`src/rtl/led_pio_pkg.sv`:
```
// Shared register-map definitions for the board PIO slaves.
// The input-port slaves reuse ADDR_DATA.
package led_pio_pkg;

    localparam int ADDR_W = 2;

    typedef logic [ADDR_W-1:0] addr_t;

    localparam addr_t ADDR_DATA  = 2'd0;
    localparam addr_t ADDR_BLINK = 2'd1;
    localparam addr_t ADDR_SET   = 2'd2;
    localparam addr_t ADDR_CLR   = 2'd3;

endpackage

```
`src/rtl/led_out_pio_if.sv`:
```
// Avalon-MM slave bus bundle for the LED output PIO.
// The CPU side takes the master modport and the PIO takes the slave modport.
interface led_out_pio_if #(
    parameter int DATA_WIDTH = 8
) ();

    logic [led_pio_pkg::ADDR_W-1:0] address;
    logic                           chipselect;
    logic                           write_n;
    logic [DATA_WIDTH-1:0]          writedata;
    logic [DATA_WIDTH-1:0]          readdata;

    modport master (
        output address, chipselect, write_n, writedata,
        input  readdata
    );

    modport slave (
        input  address, chipselect, write_n, writedata,
        output readdata
    );

endinterface

```
`src/rtl/blink_prescaler.sv`:
```
// Free-running divider that toggles phase once every DIV clock cycles.
// A restart pulse returns it to count 0, phase 0, and overrides a wrap in the same cycle.
module blink_prescaler #(
    parameter int DIV = 25000000
) (
    input  logic clk,
    input  logic reset,
    input  logic restart,
    output logic phase
);

    localparam int            CW   = (DIV > 1) ? $clog2(DIV) : 1;
    localparam logic [CW-1:0] LAST = CW'(DIV - 1);

    logic [CW-1:0] count;

    // NOTE: state registers use <= so every flop samples pre-edge values.
    always_ff @(posedge clk or posedge reset) begin
        if (reset) begin
            count <= '0;
            phase <= 1'b0;
        end else if (restart) begin
            count <= '0;
            phase <= 1'b0;
        end else if (count == LAST) begin
            count <= '0;
            phase <= ~phase;
        end else begin
            count <= count + CW'(1);
        end
    end

endmodule

```
`src/rtl/led_out_pio.sv`:
```
// Avalon-MM output PIO with DATA/BLINK_MASK registers and atomic set/clear addresses.
// Masked bits are forced low while the prescaler phase is 1.
module led_out_pio
    import led_pio_pkg::*;
#(
    parameter int                    DATA_WIDTH  = 8,
    parameter logic [DATA_WIDTH-1:0] RESET_VALUE = '0,
    parameter int                    BLINK_DIV   = 25000000
) (
    input  logic                  clk,
    input  logic                  reset,
    led_out_pio_if.slave          bus,
    output logic [DATA_WIDTH-1:0] out_port
);

    logic [DATA_WIDTH-1:0] data_reg;
    logic [DATA_WIDTH-1:0] blink_mask;
    logic [DATA_WIDTH-1:0] read_mux;
    logic                  wr_en;
    logic                  blink_phase;

    assign wr_en = bus.chipselect & ~bus.write_n;

    blink_prescaler #(
        .DIV (BLINK_DIV)
    ) u_prescaler (
        .clk     (clk),
        .reset   (reset),
        .restart (wr_en && (bus.address == ADDR_BLINK)),
        .phase   (blink_phase)
    );

    always_ff @(posedge clk or posedge reset) begin
        if (reset) begin
            data_reg   <= RESET_VALUE;
            blink_mask <= '0;
        end else if (wr_en) begin
            unique case (bus.address)
                ADDR_DATA:  data_reg   <= bus.writedata;
                ADDR_BLINK: blink_mask <= bus.writedata;
                ADDR_SET:   data_reg   <= data_reg | bus.writedata;
                ADDR_CLR:   data_reg   <= data_reg & ~bus.writedata;
            endcase
        end
    end

    assign out_port = data_reg & ~(blink_mask & {DATA_WIDTH{blink_phase}});

    // NOTE: the default assignment first keeps this block free of inferred latches.
    always_comb begin
        read_mux = '0;
        unique case (bus.address)
            ADDR_DATA:  read_mux = data_reg;
            ADDR_BLINK: read_mux = blink_mask;
            ADDR_SET:   read_mux = out_port;
            ADDR_CLR:   read_mux = '0;
        endcase
    end

    // Sampled every cycle, so a read that coincides with a write returns the old value.
    always_ff @(posedge clk or posedge reset) begin
        if (reset) bus.readdata <= '0;
        else       bus.readdata <= read_mux;
    end

endmodule
```
`src/flat_wrapper.sv`:
```
// flat-port wrapper written by rule: the top's interface ports become plain ports
module led_out_pio_flat import led_pio_pkg::*;
#(
    parameter int                    DATA_WIDTH  = 8,
    parameter logic [DATA_WIDTH-1:0] RESET_VALUE = '0,
    parameter int                    BLINK_DIV   = 25000000
)
  (clk, reset, out_port, bus_address, bus_chipselect, bus_write_n, bus_writedata, bus_readdata);
  led_out_pio_if #(.DATA_WIDTH(DATA_WIDTH)) bus_i ();
  input  logic clk;
  input  logic reset;
  output logic [DATA_WIDTH-1:0] out_port;
  input wire logic [$bits(bus_i.address)-1:0] bus_address;
  input wire logic [$bits(bus_i.chipselect)-1:0] bus_chipselect;
  input wire logic [$bits(bus_i.write_n)-1:0] bus_write_n;
  input wire logic [$bits(bus_i.writedata)-1:0] bus_writedata;
  output wire logic [$bits(bus_i.readdata)-1:0] bus_readdata;
  assign bus_i.address = bus_address;
  assign bus_i.chipselect = bus_chipselect;
  assign bus_i.write_n = bus_write_n;
  assign bus_i.writedata = bus_writedata;
  assign bus_readdata = bus_i.readdata;
  led_out_pio #(.DATA_WIDTH(DATA_WIDTH), .RESET_VALUE(RESET_VALUE), .BLINK_DIV(BLINK_DIV)) u_core (.clk(clk), .reset(reset), .bus(bus_i), .out_port(out_port));
endmodule
```
`config.mk`:
```
export PLATFORM = sky130hd
export DESIGN_NAME = led_out_pio_flat
export DESIGN_NICKNAME = d
export VERILOG_FILES = /design/src/rtl/led_pio_pkg.sv /design/src/rtl/led_out_pio_if.sv /design/src/rtl/blink_prescaler.sv /design/src/rtl/led_out_pio.sv /design/src/flat_wrapper.sv
export SDC_FILE = /design/constraint.sdc
export NUM_CORES = 1
export LEC_CHECK = 0
export ABC_AREA = 1
export BUFFER_PORTS_ARGS = -buffer_cell sky130_fd_sc_hd__buf_2
export CAP_MARGIN = 20
export CORE_UTILIZATION = 30
export DETAILED_ROUTE_END_ITERATION = 16
export GPL_ROUTABILITY_DRIVEN = 1
export GPL_TIMING_DRIVEN = 0
export MAX_ROUTING_LAYER = met4
export PLACE_DENSITY_LB_ADDON = 0.08
export SLEW_MARGIN = 5
export SYNTH_ARGS = -nofsm -noshare
export SYNTH_HDL_FRONTEND = slang
export SYNTH_SLANG_ARGS = --single-unit
```
`constraint.sdc`:
```
create_clock -name clk -period 1.6 [get_ports clk]
set_input_delay 0.08 -clock clk [delete_from_list [all_inputs] [get_ports clk]]
set_output_delay 0.08 -clock clk [all_outputs]
set_load 0.1 [all_outputs]
```
==> results.json, run 1 <==
{
  "syn_nets": 333,
  "vdd_drop_max_mv": 0.456,
  "final_antenna_net_count": 0,
  "first_pass_iters": 4,
  "hold_depth": 3,
  "clk_latency_ns": 0.30,
  "outcome": "complete, no violations",
  "setup_viol": 0,
  "startpoint_type": "flop",
  "crit_type": "flop to flop",
  "place_area_mm2": 0.00284,
  "grt_max_degree": 31,
  "post-route-period-util_pct": 93.6,
  "clockBufferDepth": 2,
  "final_cells": 464,
  "worstPathCellList": "ha_2 > nand2_4 > nor2_4 > nand3_4 > o21ai_4 > buf_6 > nor2_1",
  "grt_pass1_vias": 2070,
  "via_per_inst": 4.58,
  "r2r-start": "u_core.u_prescaler.count[0]$_DFF_PP0_",
  "place_inst": 452,
  "regMostFlops": "u_core.u_prescaler.count",
  "place.port_buffers": 28,
  "die_y_um": 93.6,
  "cp.arrival_ns": 1.69,
  "antenna_found_initial": 0,
  "final_nets": 373,
  "largest_reg_flops": 25,
  "cp_data_required_time_ns": 1.80,
  "fin_area_mm2": 0.00304,
  "cts_sinks": 50,
  "ys_ff_latch": 50,
  "min_to": "u_core.blink_mask[0]$_DFFE_PP0P_",
  "dr.first_iter.drc_count": 64,
  "vias": 2123,
  "routabilityCongestion": 0.757,
  "cts_tree": "built",
  "avgSynthCellArea_um2": 7.92,
  "grt_usage_pct": 16.0,
  "drc": 0,
  "max-slew-margin-rel_pct": 53.8,
  "hold_viol_final": 0,
  "yosysUniqueCellTypes": 27,
  "n_antenna_cell": 0,
  "syn_area_mm2": 0.00252,
  "rows": 33,
  "n_fill_cell": 875,
  "area_growth_pct": 20.8,
  "place_hpwl_um": 4450,
  "cpPeakStageDelay_ns": 0.40,
  "hold_path.class": "input pin to flop",
  "p_per_area_mw_per_mm2": 1170,
  "die-area_mm2": 0.00877,
  "layout_common_cells": "74 x nand2_1, 60 x nor2_1, 49 x dfrtp_1, 40 x inv_1, 22 x buf_2",
  "ios": 30,
  "max_freq_mhz": 668,
  "htree_levels": 2,
  "cp_max_fo": 10,
  "drive_above_1_share_pct": 19.2,
  "worst_pin_slew_ns": 0.691,
  "numCtsBuffers": 5,
  "root_buffer": "clkbuf_8",
  "endpoint_kind": "flop",
  "grt-ovfl-total": 0,
  "hp-start": "bus_writedata[0]",
  "ys.warnings.count": 0,
  "core_area_mm2": 0.00818,
  "finalClockSkew_ns": 0.00714,
  "slew_viol_final": 0,
  "r2r_slack_ns": 0.10,
  "power.leakage_nw": 1.38,
  "layout_commonest_cell": "nand2_1",
  "cap_violations": 0,
  "r2r_cells": 7,
  "grt_pass1_wl_um": 10400,
  "start_util_pct": 30.8,
  "wl_um": 6180,
  "slowest_stage": "dfrtp_1",
  "synth_seq_area_share_pct": 49.7,
  "syn_inst": 318,
  "clk_pin_slew_ns": 0.09,
  "wl_per_cell_um": 13.3,
  "die-width_um": 93.6,
  "r2r-end": "u_core.u_prescaler.count[16]$_DFF_PP0_",
  "finalCriticalPeriod_ns": 1.50,
  "rsz0062_at_grt": "true"
}
## how the worst max path moves through the flow
stage | cells after the start | endpoint | from
after floorplan | 4 | u_core.bus.readdata[6]$_DFF_PP0_ | u_core.u_prescaler.phase$_DFFE_PP0P_
after global placement | 2 | u_core.blink_mask[7]$_DFFE_PP0P_ | reset
after detailed placement | 8 | u_core.u_prescaler.count[22]$_DFF_PP0_ | u_core.u_prescaler.count[0]$_DFF_PP0_
after CTS | 7 | u_core.u_prescaler.count[16]$_DFF_PP0_ | u_core.u_prescaler.count[0]$_DFF_PP0_
after global routing | 6 | u_core.u_prescaler.count[16]$_DFF_PP0_ | u_core.u_prescaler.count[11]$_DFF_PP0_
final | 7 | u_core.u_prescaler.count[16]$_DFF_PP0_ | u_core.u_prescaler.count[0]$_DFF_PP0_
## repair_timing
action / CTS / global route
hold buffers: 3 / 0
pin swaps: 1 / 1
setup endpoints to repair: 23 / 16
cloned: 0 / 0
buffers inserted: 1 / 1
resized for setup: 11 / 10
endpoints found under the hold margin: 22 / 0
## metal layers
layer	track usage [%]	up-vias	wire, um
met3	2.76	5	203
met5	-	-	0
li1	-	1081	-
met1	20.4	1005	3010
met2	26.8	32	2940
met4	3.46	0	31
## metrics by stage
step / total power, W / setup slack [ns] / setup TNS, ns / hold WS [ns] / utilization [%]
after floorplan: 0.00259 / -0.279 / -2.11 / 0.201 / -
after global placement: 0.00279 / -0.509 / -25.46 / 0.315 / 34.5
after detailed placement: 0.00280 / -0.0252 / -0.238 / 0.137 / 34.7
after CTS: 0.00360 / 0.0444 / 0 / 0.00416 / 36.5
after global routing: 0.00377 / -0.0132 / -0.0233 / 0.0242 / 37.2
final: 0.00357 / 0.102 / 0 / 0.0109 / 37.2
## cell families (layout without fill, tap and decap cells)
group           after synthesis  count (layout)  share of synthesized area [%]
simple gates                164             164                           27.2
flops                        50              50                           49.7
buf+inv                      48              89                           7.95
compound gates               41              41                           9.79
xor+xnor                     14              14                           4.87
fa+ha+maj                     1               1                          0.497
## power by group
group | leakage (nW) | switching, W | internal (W)
clock | 0.0452 | 0.000437 | 0.000310
combinational | 0.681 | 0.000887 | 0.000297
sequential | 0.649 | 0.000178 | 0.00146
total | 1.38 | 0.00150 | 0.00207
## synth_stat cells
| library cell | count | area (um^2) |
|---|---|---|
| nor2_2 | 3 | 18.8 |
| nand3_1 | 11 | 55.1 |
| nor3_4 | 1 | 16.3 |
| xnor2_1 | 6 | 52.6 |
| o211ai_1 | 2 | 15.0 |
| nor3b_1 | 1 | 7.51 |
| buf_2 | 2 | 10.0 |
| nand2_2 | 2 | 12.5 |
| inv_4 | 1 | 6.26 |
| inv_1 | 41 | 154 |
| o221ai_1 | 6 | 52.6 |
| o22ai_1 | 8 | 50.1 |
| nor3_1 | 4 | 20.0 |
| nand2_1 | 74 | 278 |
| dfrtp_1 | 50 | 1250 |
| a21oi_1 | 16 | 80.1 |
| o21ai_0 | 8 | 40.0 |
| buf_6 | 2 | 22.5 |
| ha_1 | 1 | 12.5 |
| nand2_4 | 1 | 11.3 |
| nor2_1 | 64 | 240 |
| nand3b_1 | 2 | 15.0 |
| o21ai_2 | 1 | 8.76 |
| nor2_4 | 1 | 11.3 |
| xor2_1 | 8 | 70.1 |
| clkbuf_1 | 1 | 3.75 |
| inv_2 | 1 | 3.75 |
## critical path, delay by kind of cell, from the launching register on
| kind | cells | cell delay (ns) |
|---|---|---|
| AO/OA/AOI/OAI | 1 | 0.19 |
| adder cells (fa/ha/maj) | 1 | 0.22 |
| buffers and inverters | 1 | 0.17 |
| flip-flops | 1 | 0.40 |
| AND/OR/NAND/NOR | 4 | 0.41 |
## final cells by class
class | count | area [um^2] | share of cell area, %
Clock inverter | 2 | 13.8 | 0.452
Tap cell | 105 | 131 | 4.32
Multi-Input combinational cell | 220 | 1150 | 37.8
Clock buffer | 6 | 72.6 | 2.39
Sequential cell | 50 | 1250 | 41.2
Buffer | 4 | 32.5 | 1.07
Timing Repair Buffer | 34 | 225 | 7.40
Inverter | 43 | 164 | 5.39
Power figures use the tool's default switching activity.
==> run 2, diff against run 1 <==
- PLACE_DENSITY_LB_ADDON: 0.08 -> 0.25
- clock period: 1.6 -> 1.45 ns (I/O delays scaled with it)
==> run 2 against run 1 <==
Effect of this change: the run now ends with setup timing left; combinational power is 33% higher; critical path depth stayed put; via count is 1.6% higher; routed wire length is 2.9% lower; sequential share of layout area fell by 2.8 points; maximum frequency is 0.67% lower; total power grew 17%; critical path type unchanged; largest cell class unchanged.
==> results.json, run 2 (synthesis gave the netlist of run 1 again) <==
{
  "outcome": "finished, violations left",
  "violations": "setup timing",
  "final_nets": 383,
  "slew_viol_final": 0,
  "cp_max_fo": 5,
  "drc": 0,
  "die-area_mm2": 0.00877,
  "place.port_buffers": 28,
  "slowest_stage": "dfrtp_1",
  "grt_max_degree": 32,
  "hold_path.class": "input pin to flop",
  "start_util_pct": 30.8,
  "cts_sinks": 50,
  "antenna_found_initial": 0,
  "ios": 30,
  "clk_pin_slew_ns": 0.09,
  "worst_pin_slew_ns": 0.663,
  "fin_area_mm2": 0.00327,
  "layout_commonest_cell": "nand2_1",
  "wl_per_cell_um": 12.7,
  "first_pass_iters": 4,
  "final_cells": 474,
  "max_freq_mhz": 663,
  "area_growth_pct": 29.7,
  "hp-start": "bus_writedata[1]",
  "final_util_pct": 39.9,
  "via_per_inst": 4.55,
  "grt-ovfl-total": 0,
  "clockBufferDepth": 2,
  "root_buffer": "clkbuf_8",
  "place_area_mm2": 0.00291,
  "cap_violations": 0,
  "grt_pass1_vias": 2190,
  "cpPeakStageDelay_ns": 0.39,
  "htree_levels": 2,
  "final_antenna_net_count": 0,
  "r2r-start": "u_core.u_prescaler.count[1]$_DFF_PP0_",
  "worstPathCellList": "ha_2 > nand2_4 > nor2_4 > nand3_4 > o21ai_4 > buf_6 > nor2_1",
  "rsz0062_at_grt": "true",
  "setup_viol": 13,
  "startpoint_type": "flop",
  "max-slew-margin-rel_pct": 55.6,
  "finalPower_w": 0.00418,
  "n_fill_cell": 842,
  "cp_data_required_time_ns": 1.64,
  "power.leakage_nw": 1.45,
  "p_per_area_mw_per_mm2": 1280,
  "wl_um": 6000,
  "hold_viol_final": 0,
  "routabilityCongestion": 0.808,
  "vdd_drop_max_mv": 0.564,
  "grt_usage_pct": 15.4,
  "dr.first_iter.drc_count": 126,
  "post-route-period-util_pct": 104,
  "core_area_mm2": 0.00818,
  "cts_tree": "built",
  "place_inst": 452,
  "setup_slack_ns": -0.0580,
  "largest_reg_flops": 25,
  "die-width_um": 93.6,
  "layout_common_cells": "72 x nand2_1, 52 x nor2_1, 49 x dfrtp_1, 40 x inv_1, 22 x buf_2",
  "place_hpwl_um": 4210,
  "drive_above_1_share_pct": 23.8,
  "numCtsBuffers": 5,
  "n_antenna_cell": 0,
  "vias": 2156,
  "die_y_um": 93.6,
  "finalClockSkew_ns": 0.00522,
  "crit_type": "flop to flop",
  "rows": 33,
  "endpoint_kind": "flop",
  "startpoint": "u_core.u_prescaler.count[1]$_DFF_PP0_",
  "clk_latency_ns": 0.30,
  "cp.arrival_ns": 1.70,
  "finalCriticalPeriod_ns": 1.51,
  "regMostFlops": "u_core.u_prescaler.count",
  "grt_pass1_wl_um": 10200
}
run 2: changes by cell type in the layout (fill, tap and decap cells not counted), sizes merged:
cell,change
dlygate4sd3,+2
buf,+7
clkinv,-1
clkbuf,+2
run 2: layer usage:
layer,vias up,wire length [um],GRT usage (%)
met5,-,0,-
met4,0,82,4.10
met3,8,168,2.20
met2,35,2940,27.1
met1,1014,2820,18.4
li1,1099,-,-
run 2: final cells by class:
| cell class | count | area (um^2) | area share (%) |
|---|---|---|---|
| tap | 105 | 131 | 4.02 |
| sequential | 50 | 1250 | 38.4 |
| inverter | 43 | 164 | 5.02 |
| buffer | 5 | 46.3 | 1.42 |
| timing repair buffer | 43 | 340 | 10.4 |
| clock buffer | 7 | 86.3 | 2.64 |
| multi-input combinational | 220 | 1240 | 38.0 |
| clock inverter | 1 | 5.00 | 0.153 |
run 2: worst paths after layout:
check / cells after the start / slack [ns] / endpoint
setup reg to reg: 7 / -0.06 / u_core.u_prescaler.count[14]$_DFF_PP0_
hold / removal: 3 / 0.02 / u_core.blink_mask[1]$_DFFE_PP0P_
min in group asynchronous: 3 / 0.32 / u_core.bus.readdata[2]$_DFF_PP0_
hold reg to reg: 2 / 0.56 / u_core.u_prescaler.count[0]$_DFF_PP0_
max in group asynchronous: 4 / 0.60 / u_core.u_prescaler.count[6]$_DFF_PP0_
setup / recovery: 7 / -0.06 / u_core.u_prescaler.count[14]$_DFF_PP0_
run 2: worst max-delay path: cells and delay by family (launching register included):
family	cells	cell delay, ns
buf+inv	1	0.16
fa+ha+maj	1	0.22
compound gates	1	0.20
simple gates	4	0.44
flops	1	0.39
run 2: through the flow:
step / worst slack [ns] / TNS (ns) / hold WS (ns)
after floorplan: 0.0296 / 0 / 0.193
final: -0.0580 / -0.606 / 0.0176
after global placement: -0.581 / -30.78 / 0.299
after CTS: -0.00936 / -0.0255 / 0.00285
after global routing: -0.128 / -1.88 / 0.0151
after detailed placement: -0.149 / -2.17 / 0.112
run 2: power by group:
part / switching, W / total, W / internal (W)
logic: 0.00110 / 0.00157 / 0.000462
clock network: 0.000446 / 0.000832 / 0.000386
registers: 0.000171 / 0.00178 / 0.00161
total: 0.00172 / 0.00418 / 0.00246
run 2: what timing repair did:
item | 4_1_cts | 5_1_grt
buffers inserted | 3 | 5
pin swaps | 3 | 8
setup endpoints to repair | 24 | 22
gates cloned | 0 | 1
gates resized for setup | 18 | 27
endpoints found under the hold margin | 23 | 0
hold buffers | 5 | 0
==> run 3, diff against run 2 <==
--- a/constraint.sdc
+++ b/constraint.sdc
@@ -3,2 +3,2 @@
 set_output_delay 0.0725 -clock clk [all_outputs]
-set_load 0.1 [all_outputs]
+set_load 0.02 [all_outputs]
==> run 3 against run 2 <==
Effect of this change: sequential power barely moved; the flow still finishes with violations (setup timing); maximum frequency increased by 2.1%; setup slack better by 0.031 ns; critical path type unchanged; highest routed layer unchanged; clock-buffer cell count down 1; register-to-register slack gained 0.03 ns.
==> results.json, run 3 (synthesis gave the netlist of run 1 again) <==
{
  "hold_viol_final": 0,
  "whs_ns": 0.0413,
  "htree_levels": 2,
  "cts_tree": "built",
  "layout_common_cells": "72 x nand2_1, 52 x nor2_1, 48 x dfrtp_1, 40 x inv_1, 30 x buf_2",
  "max_freq_mhz": 677,
  "cp_data_required_time_ns": 1.66,
  "cap_violations": 0,
  "tns_ns": -0.212,
  "finalCriticalPeriod_ns": 1.48,
  "clockBufferDepth": 2,
  "crit_type": "flop to flop",
  "rsz0062_at_grt": "true",
  "rows": 33,
  "grt_pass1_wl_um": 9910,
  "final_util_pct": 38.7,
  "vdd_drop_max_mv": 0.431,
  "clk_pin_slew_ns": 0.10,
  "core_area_mm2": 0.00818,
  "largest_reg_flops": 25,
  "final_antenna_net_count": 0,
  "antenna_found_initial": 0,
  "min_to": "u_core.blink_mask[7]$_DFFE_PP0P_",
  "area_growth_pct": 25.6,
  "finalClockSkew_ns": 0.00752,
  "numCtsBuffers": 5,
  "hold_depth": 3,
  "worstPathCellList": "ha_4 > nand2_4 > nor2_4 > nand3_4 > o21ai_4 > buf_6 > nor2_1",
  "place_hpwl_um": 4200,
  "post-route-period-util_pct": 102,
  "die-area_mm2": 0.00877,
  "startpoint_type": "flop",
  "worst_pin_slew_ns": 0.690,
  "first_pass_iters": 4,
  "wl_um": 5970,
  "r2r_cells": 7,
  "endpoint_kind": "flop",
  "regMostFlops": "u_core.u_prescaler.count",
  "violations": "setup timing",
  "grt_usage_pct": 15.4,
  "die-width_um": 93.6,
  "via_per_inst": 4.44,
  "hp-start": "bus_writedata[7]",
  "p_per_area_mw_per_mm2": 1150,
  "crit_buf_inv": 1,
  "hold_path.class": "input pin to flop",
  "layout_commonest_cell": "nand2_1",
  "final_nets": 383,
  "grt_pass1_vias": 2080,
  "r2r-end": "u_core.u_prescaler.count[14]$_DFF_PP0_",
  "max-slew-margin-rel_pct": 53.8,
  "grt_max_degree": 37,
  "power.leakage_nw": 1.42,
  "cts_sinks": 50,
  "clk_latency_ns": 0.31,
  "setup_slack_ns": -0.0269,
  "place.port_buffers": 28,
  "outcome": "finished, violations left",
  "dr.first_iter.drc_count": 107,
  "n_fill_cell": 858,
  "cpPeakStageDelay_ns": 0.40,
  "vias": 2106,
  "die_y_um": 93.6,
  "grt-ovfl-total": 0,
  "drive_above_1_share_pct": 22.2,
  "root_buffer": "clkbuf_8",
  "cp_max_fo": 5,
  "slew_viol_final": 0,
  "ios": 30,
  "cp_top_family": "simple AND/OR/NAND/NOR gates",
  "drc": 0,
  "wl_per_cell_um": 12.6,
  "start_util_pct": 30.8,
  "slowest_stage": "dfrtp_1",
  "finalPower_w": 0.00363,
  "setup_viol": 11,
  "routabilityCongestion": 0.834,
  "r2r-start": "u_core.u_prescaler.count[1]$_DFF_PP0_",
  "cp.arrival_ns": 1.68,
  "r2r_slack_ns": -0.03,
  "n_antenna_cell": 0
}
## run 3: cell types whose count changed in the layout (fill, tap and decap cells not counted), moves of 2 or more
cell / delta
clkbuf_8: -2
a21oi_1: +7
a21oi_4: -8
dlygate4sd3_1: +2
buf_6: -7
buf_2: +8
## run 3: worst max path at each step
stage                                            from                                     end  slack [ns]  cells past startpoint
2_1_floorplan   u_core.u_prescaler.count[0]$_DFF_PP0_  u_core.u_prescaler.count[18]$_DFF_PP0_        0.09                      7
3_3_place_gp                                    reset        u_core.blink_mask[7]$_DFFE_PP0P_       -0.60                      2
3_5_place_dp    u_core.u_prescaler.count[0]$_DFF_PP0_  u_core.u_prescaler.count[22]$_DFF_PP0_       -0.15                      8
4_1_cts         u_core.u_prescaler.count[0]$_DFF_PP0_  u_core.u_prescaler.count[14]$_DFF_PP0_       0.003                      7
5_1_grt        u_core.u_prescaler.count[17]$_DFF_PP0_   u_core.u_prescaler.count[6]$_DFF_PP0_       -0.09                      7
6_report        u_core.u_prescaler.count[1]$_DFF_PP0_  u_core.u_prescaler.count[14]$_DFF_PP0_       -0.03                      7
## run 3: final cells by class
| type | instances | area, um^2 | area share [%] |
|---|---|---|---|
| Clock inverter | 2 | 37.5 | 1.19 |
| Multi-Input combinational cell | 220 | 1180 | 37.2 |
| Inverter | 43 | 164 | 5.18 |
| Timing Repair Buffer | 44 | 294 | 9.29 |
| Tap cell | 105 | 131 | 4.15 |
| Clock buffer | 6 | 72.6 | 2.29 |
| Buffer | 4 | 32.5 | 1.03 |
| Sequential cell | 50 | 1250 | 39.6 |
## run 3: worst register-to-register path, cell delays in order (launching register included)
cell and delay, ns:
dfrtp_1 0.40, ha_4 0.16, nand2_4 0.06, nor2_4 0.19, nand3_4 0.12, o21ai_4 0.23
buf_6 0.16, nor2_1 0.05
## run 3: stage by stage
stage               worst slack [ns]  std cells  area, um^2
detailed placement            -0.155        452        2810
global placement              -0.596        451        2790
CTS                          0.00303        469        3020
floorplan                     0.0866        318        2520
global route                 -0.0918        474        3160
finish                       -0.0269        474        3160
## run 3: power breakdown
| part | switching, W | total (W) | leakage, nW | internal (W) |
|---|---|---|---|---|
| clock | 0.000476 | 0.000991 | 0.0514 | 0.000515 |
| sequential | 0.000186 | 0.00180 | 0.648 | 0.00161 |
| combinational | 0.000490 | 0.000838 | 0.725 | 0.000348 |
## run 3: repair_timing
action | in CTS | in global routing
endpoints found under the hold margin | 20 | 0
buffers inserted | 3 | 4
resized for setup | 3 | 30
hold buffers | 7 | 0
endpoints found under the setup margin | 24 | 23
gates cloned | 0 | 1
pin swaps | 3 | 7
## run 3: per-layer routing
metal / track usage [%] / wire length [um]
met2: 24.9 / 2880
met5: - / 0
met3: 2.68 / 182
met1: 19.2 / 2830
met4: 5.90 / 82
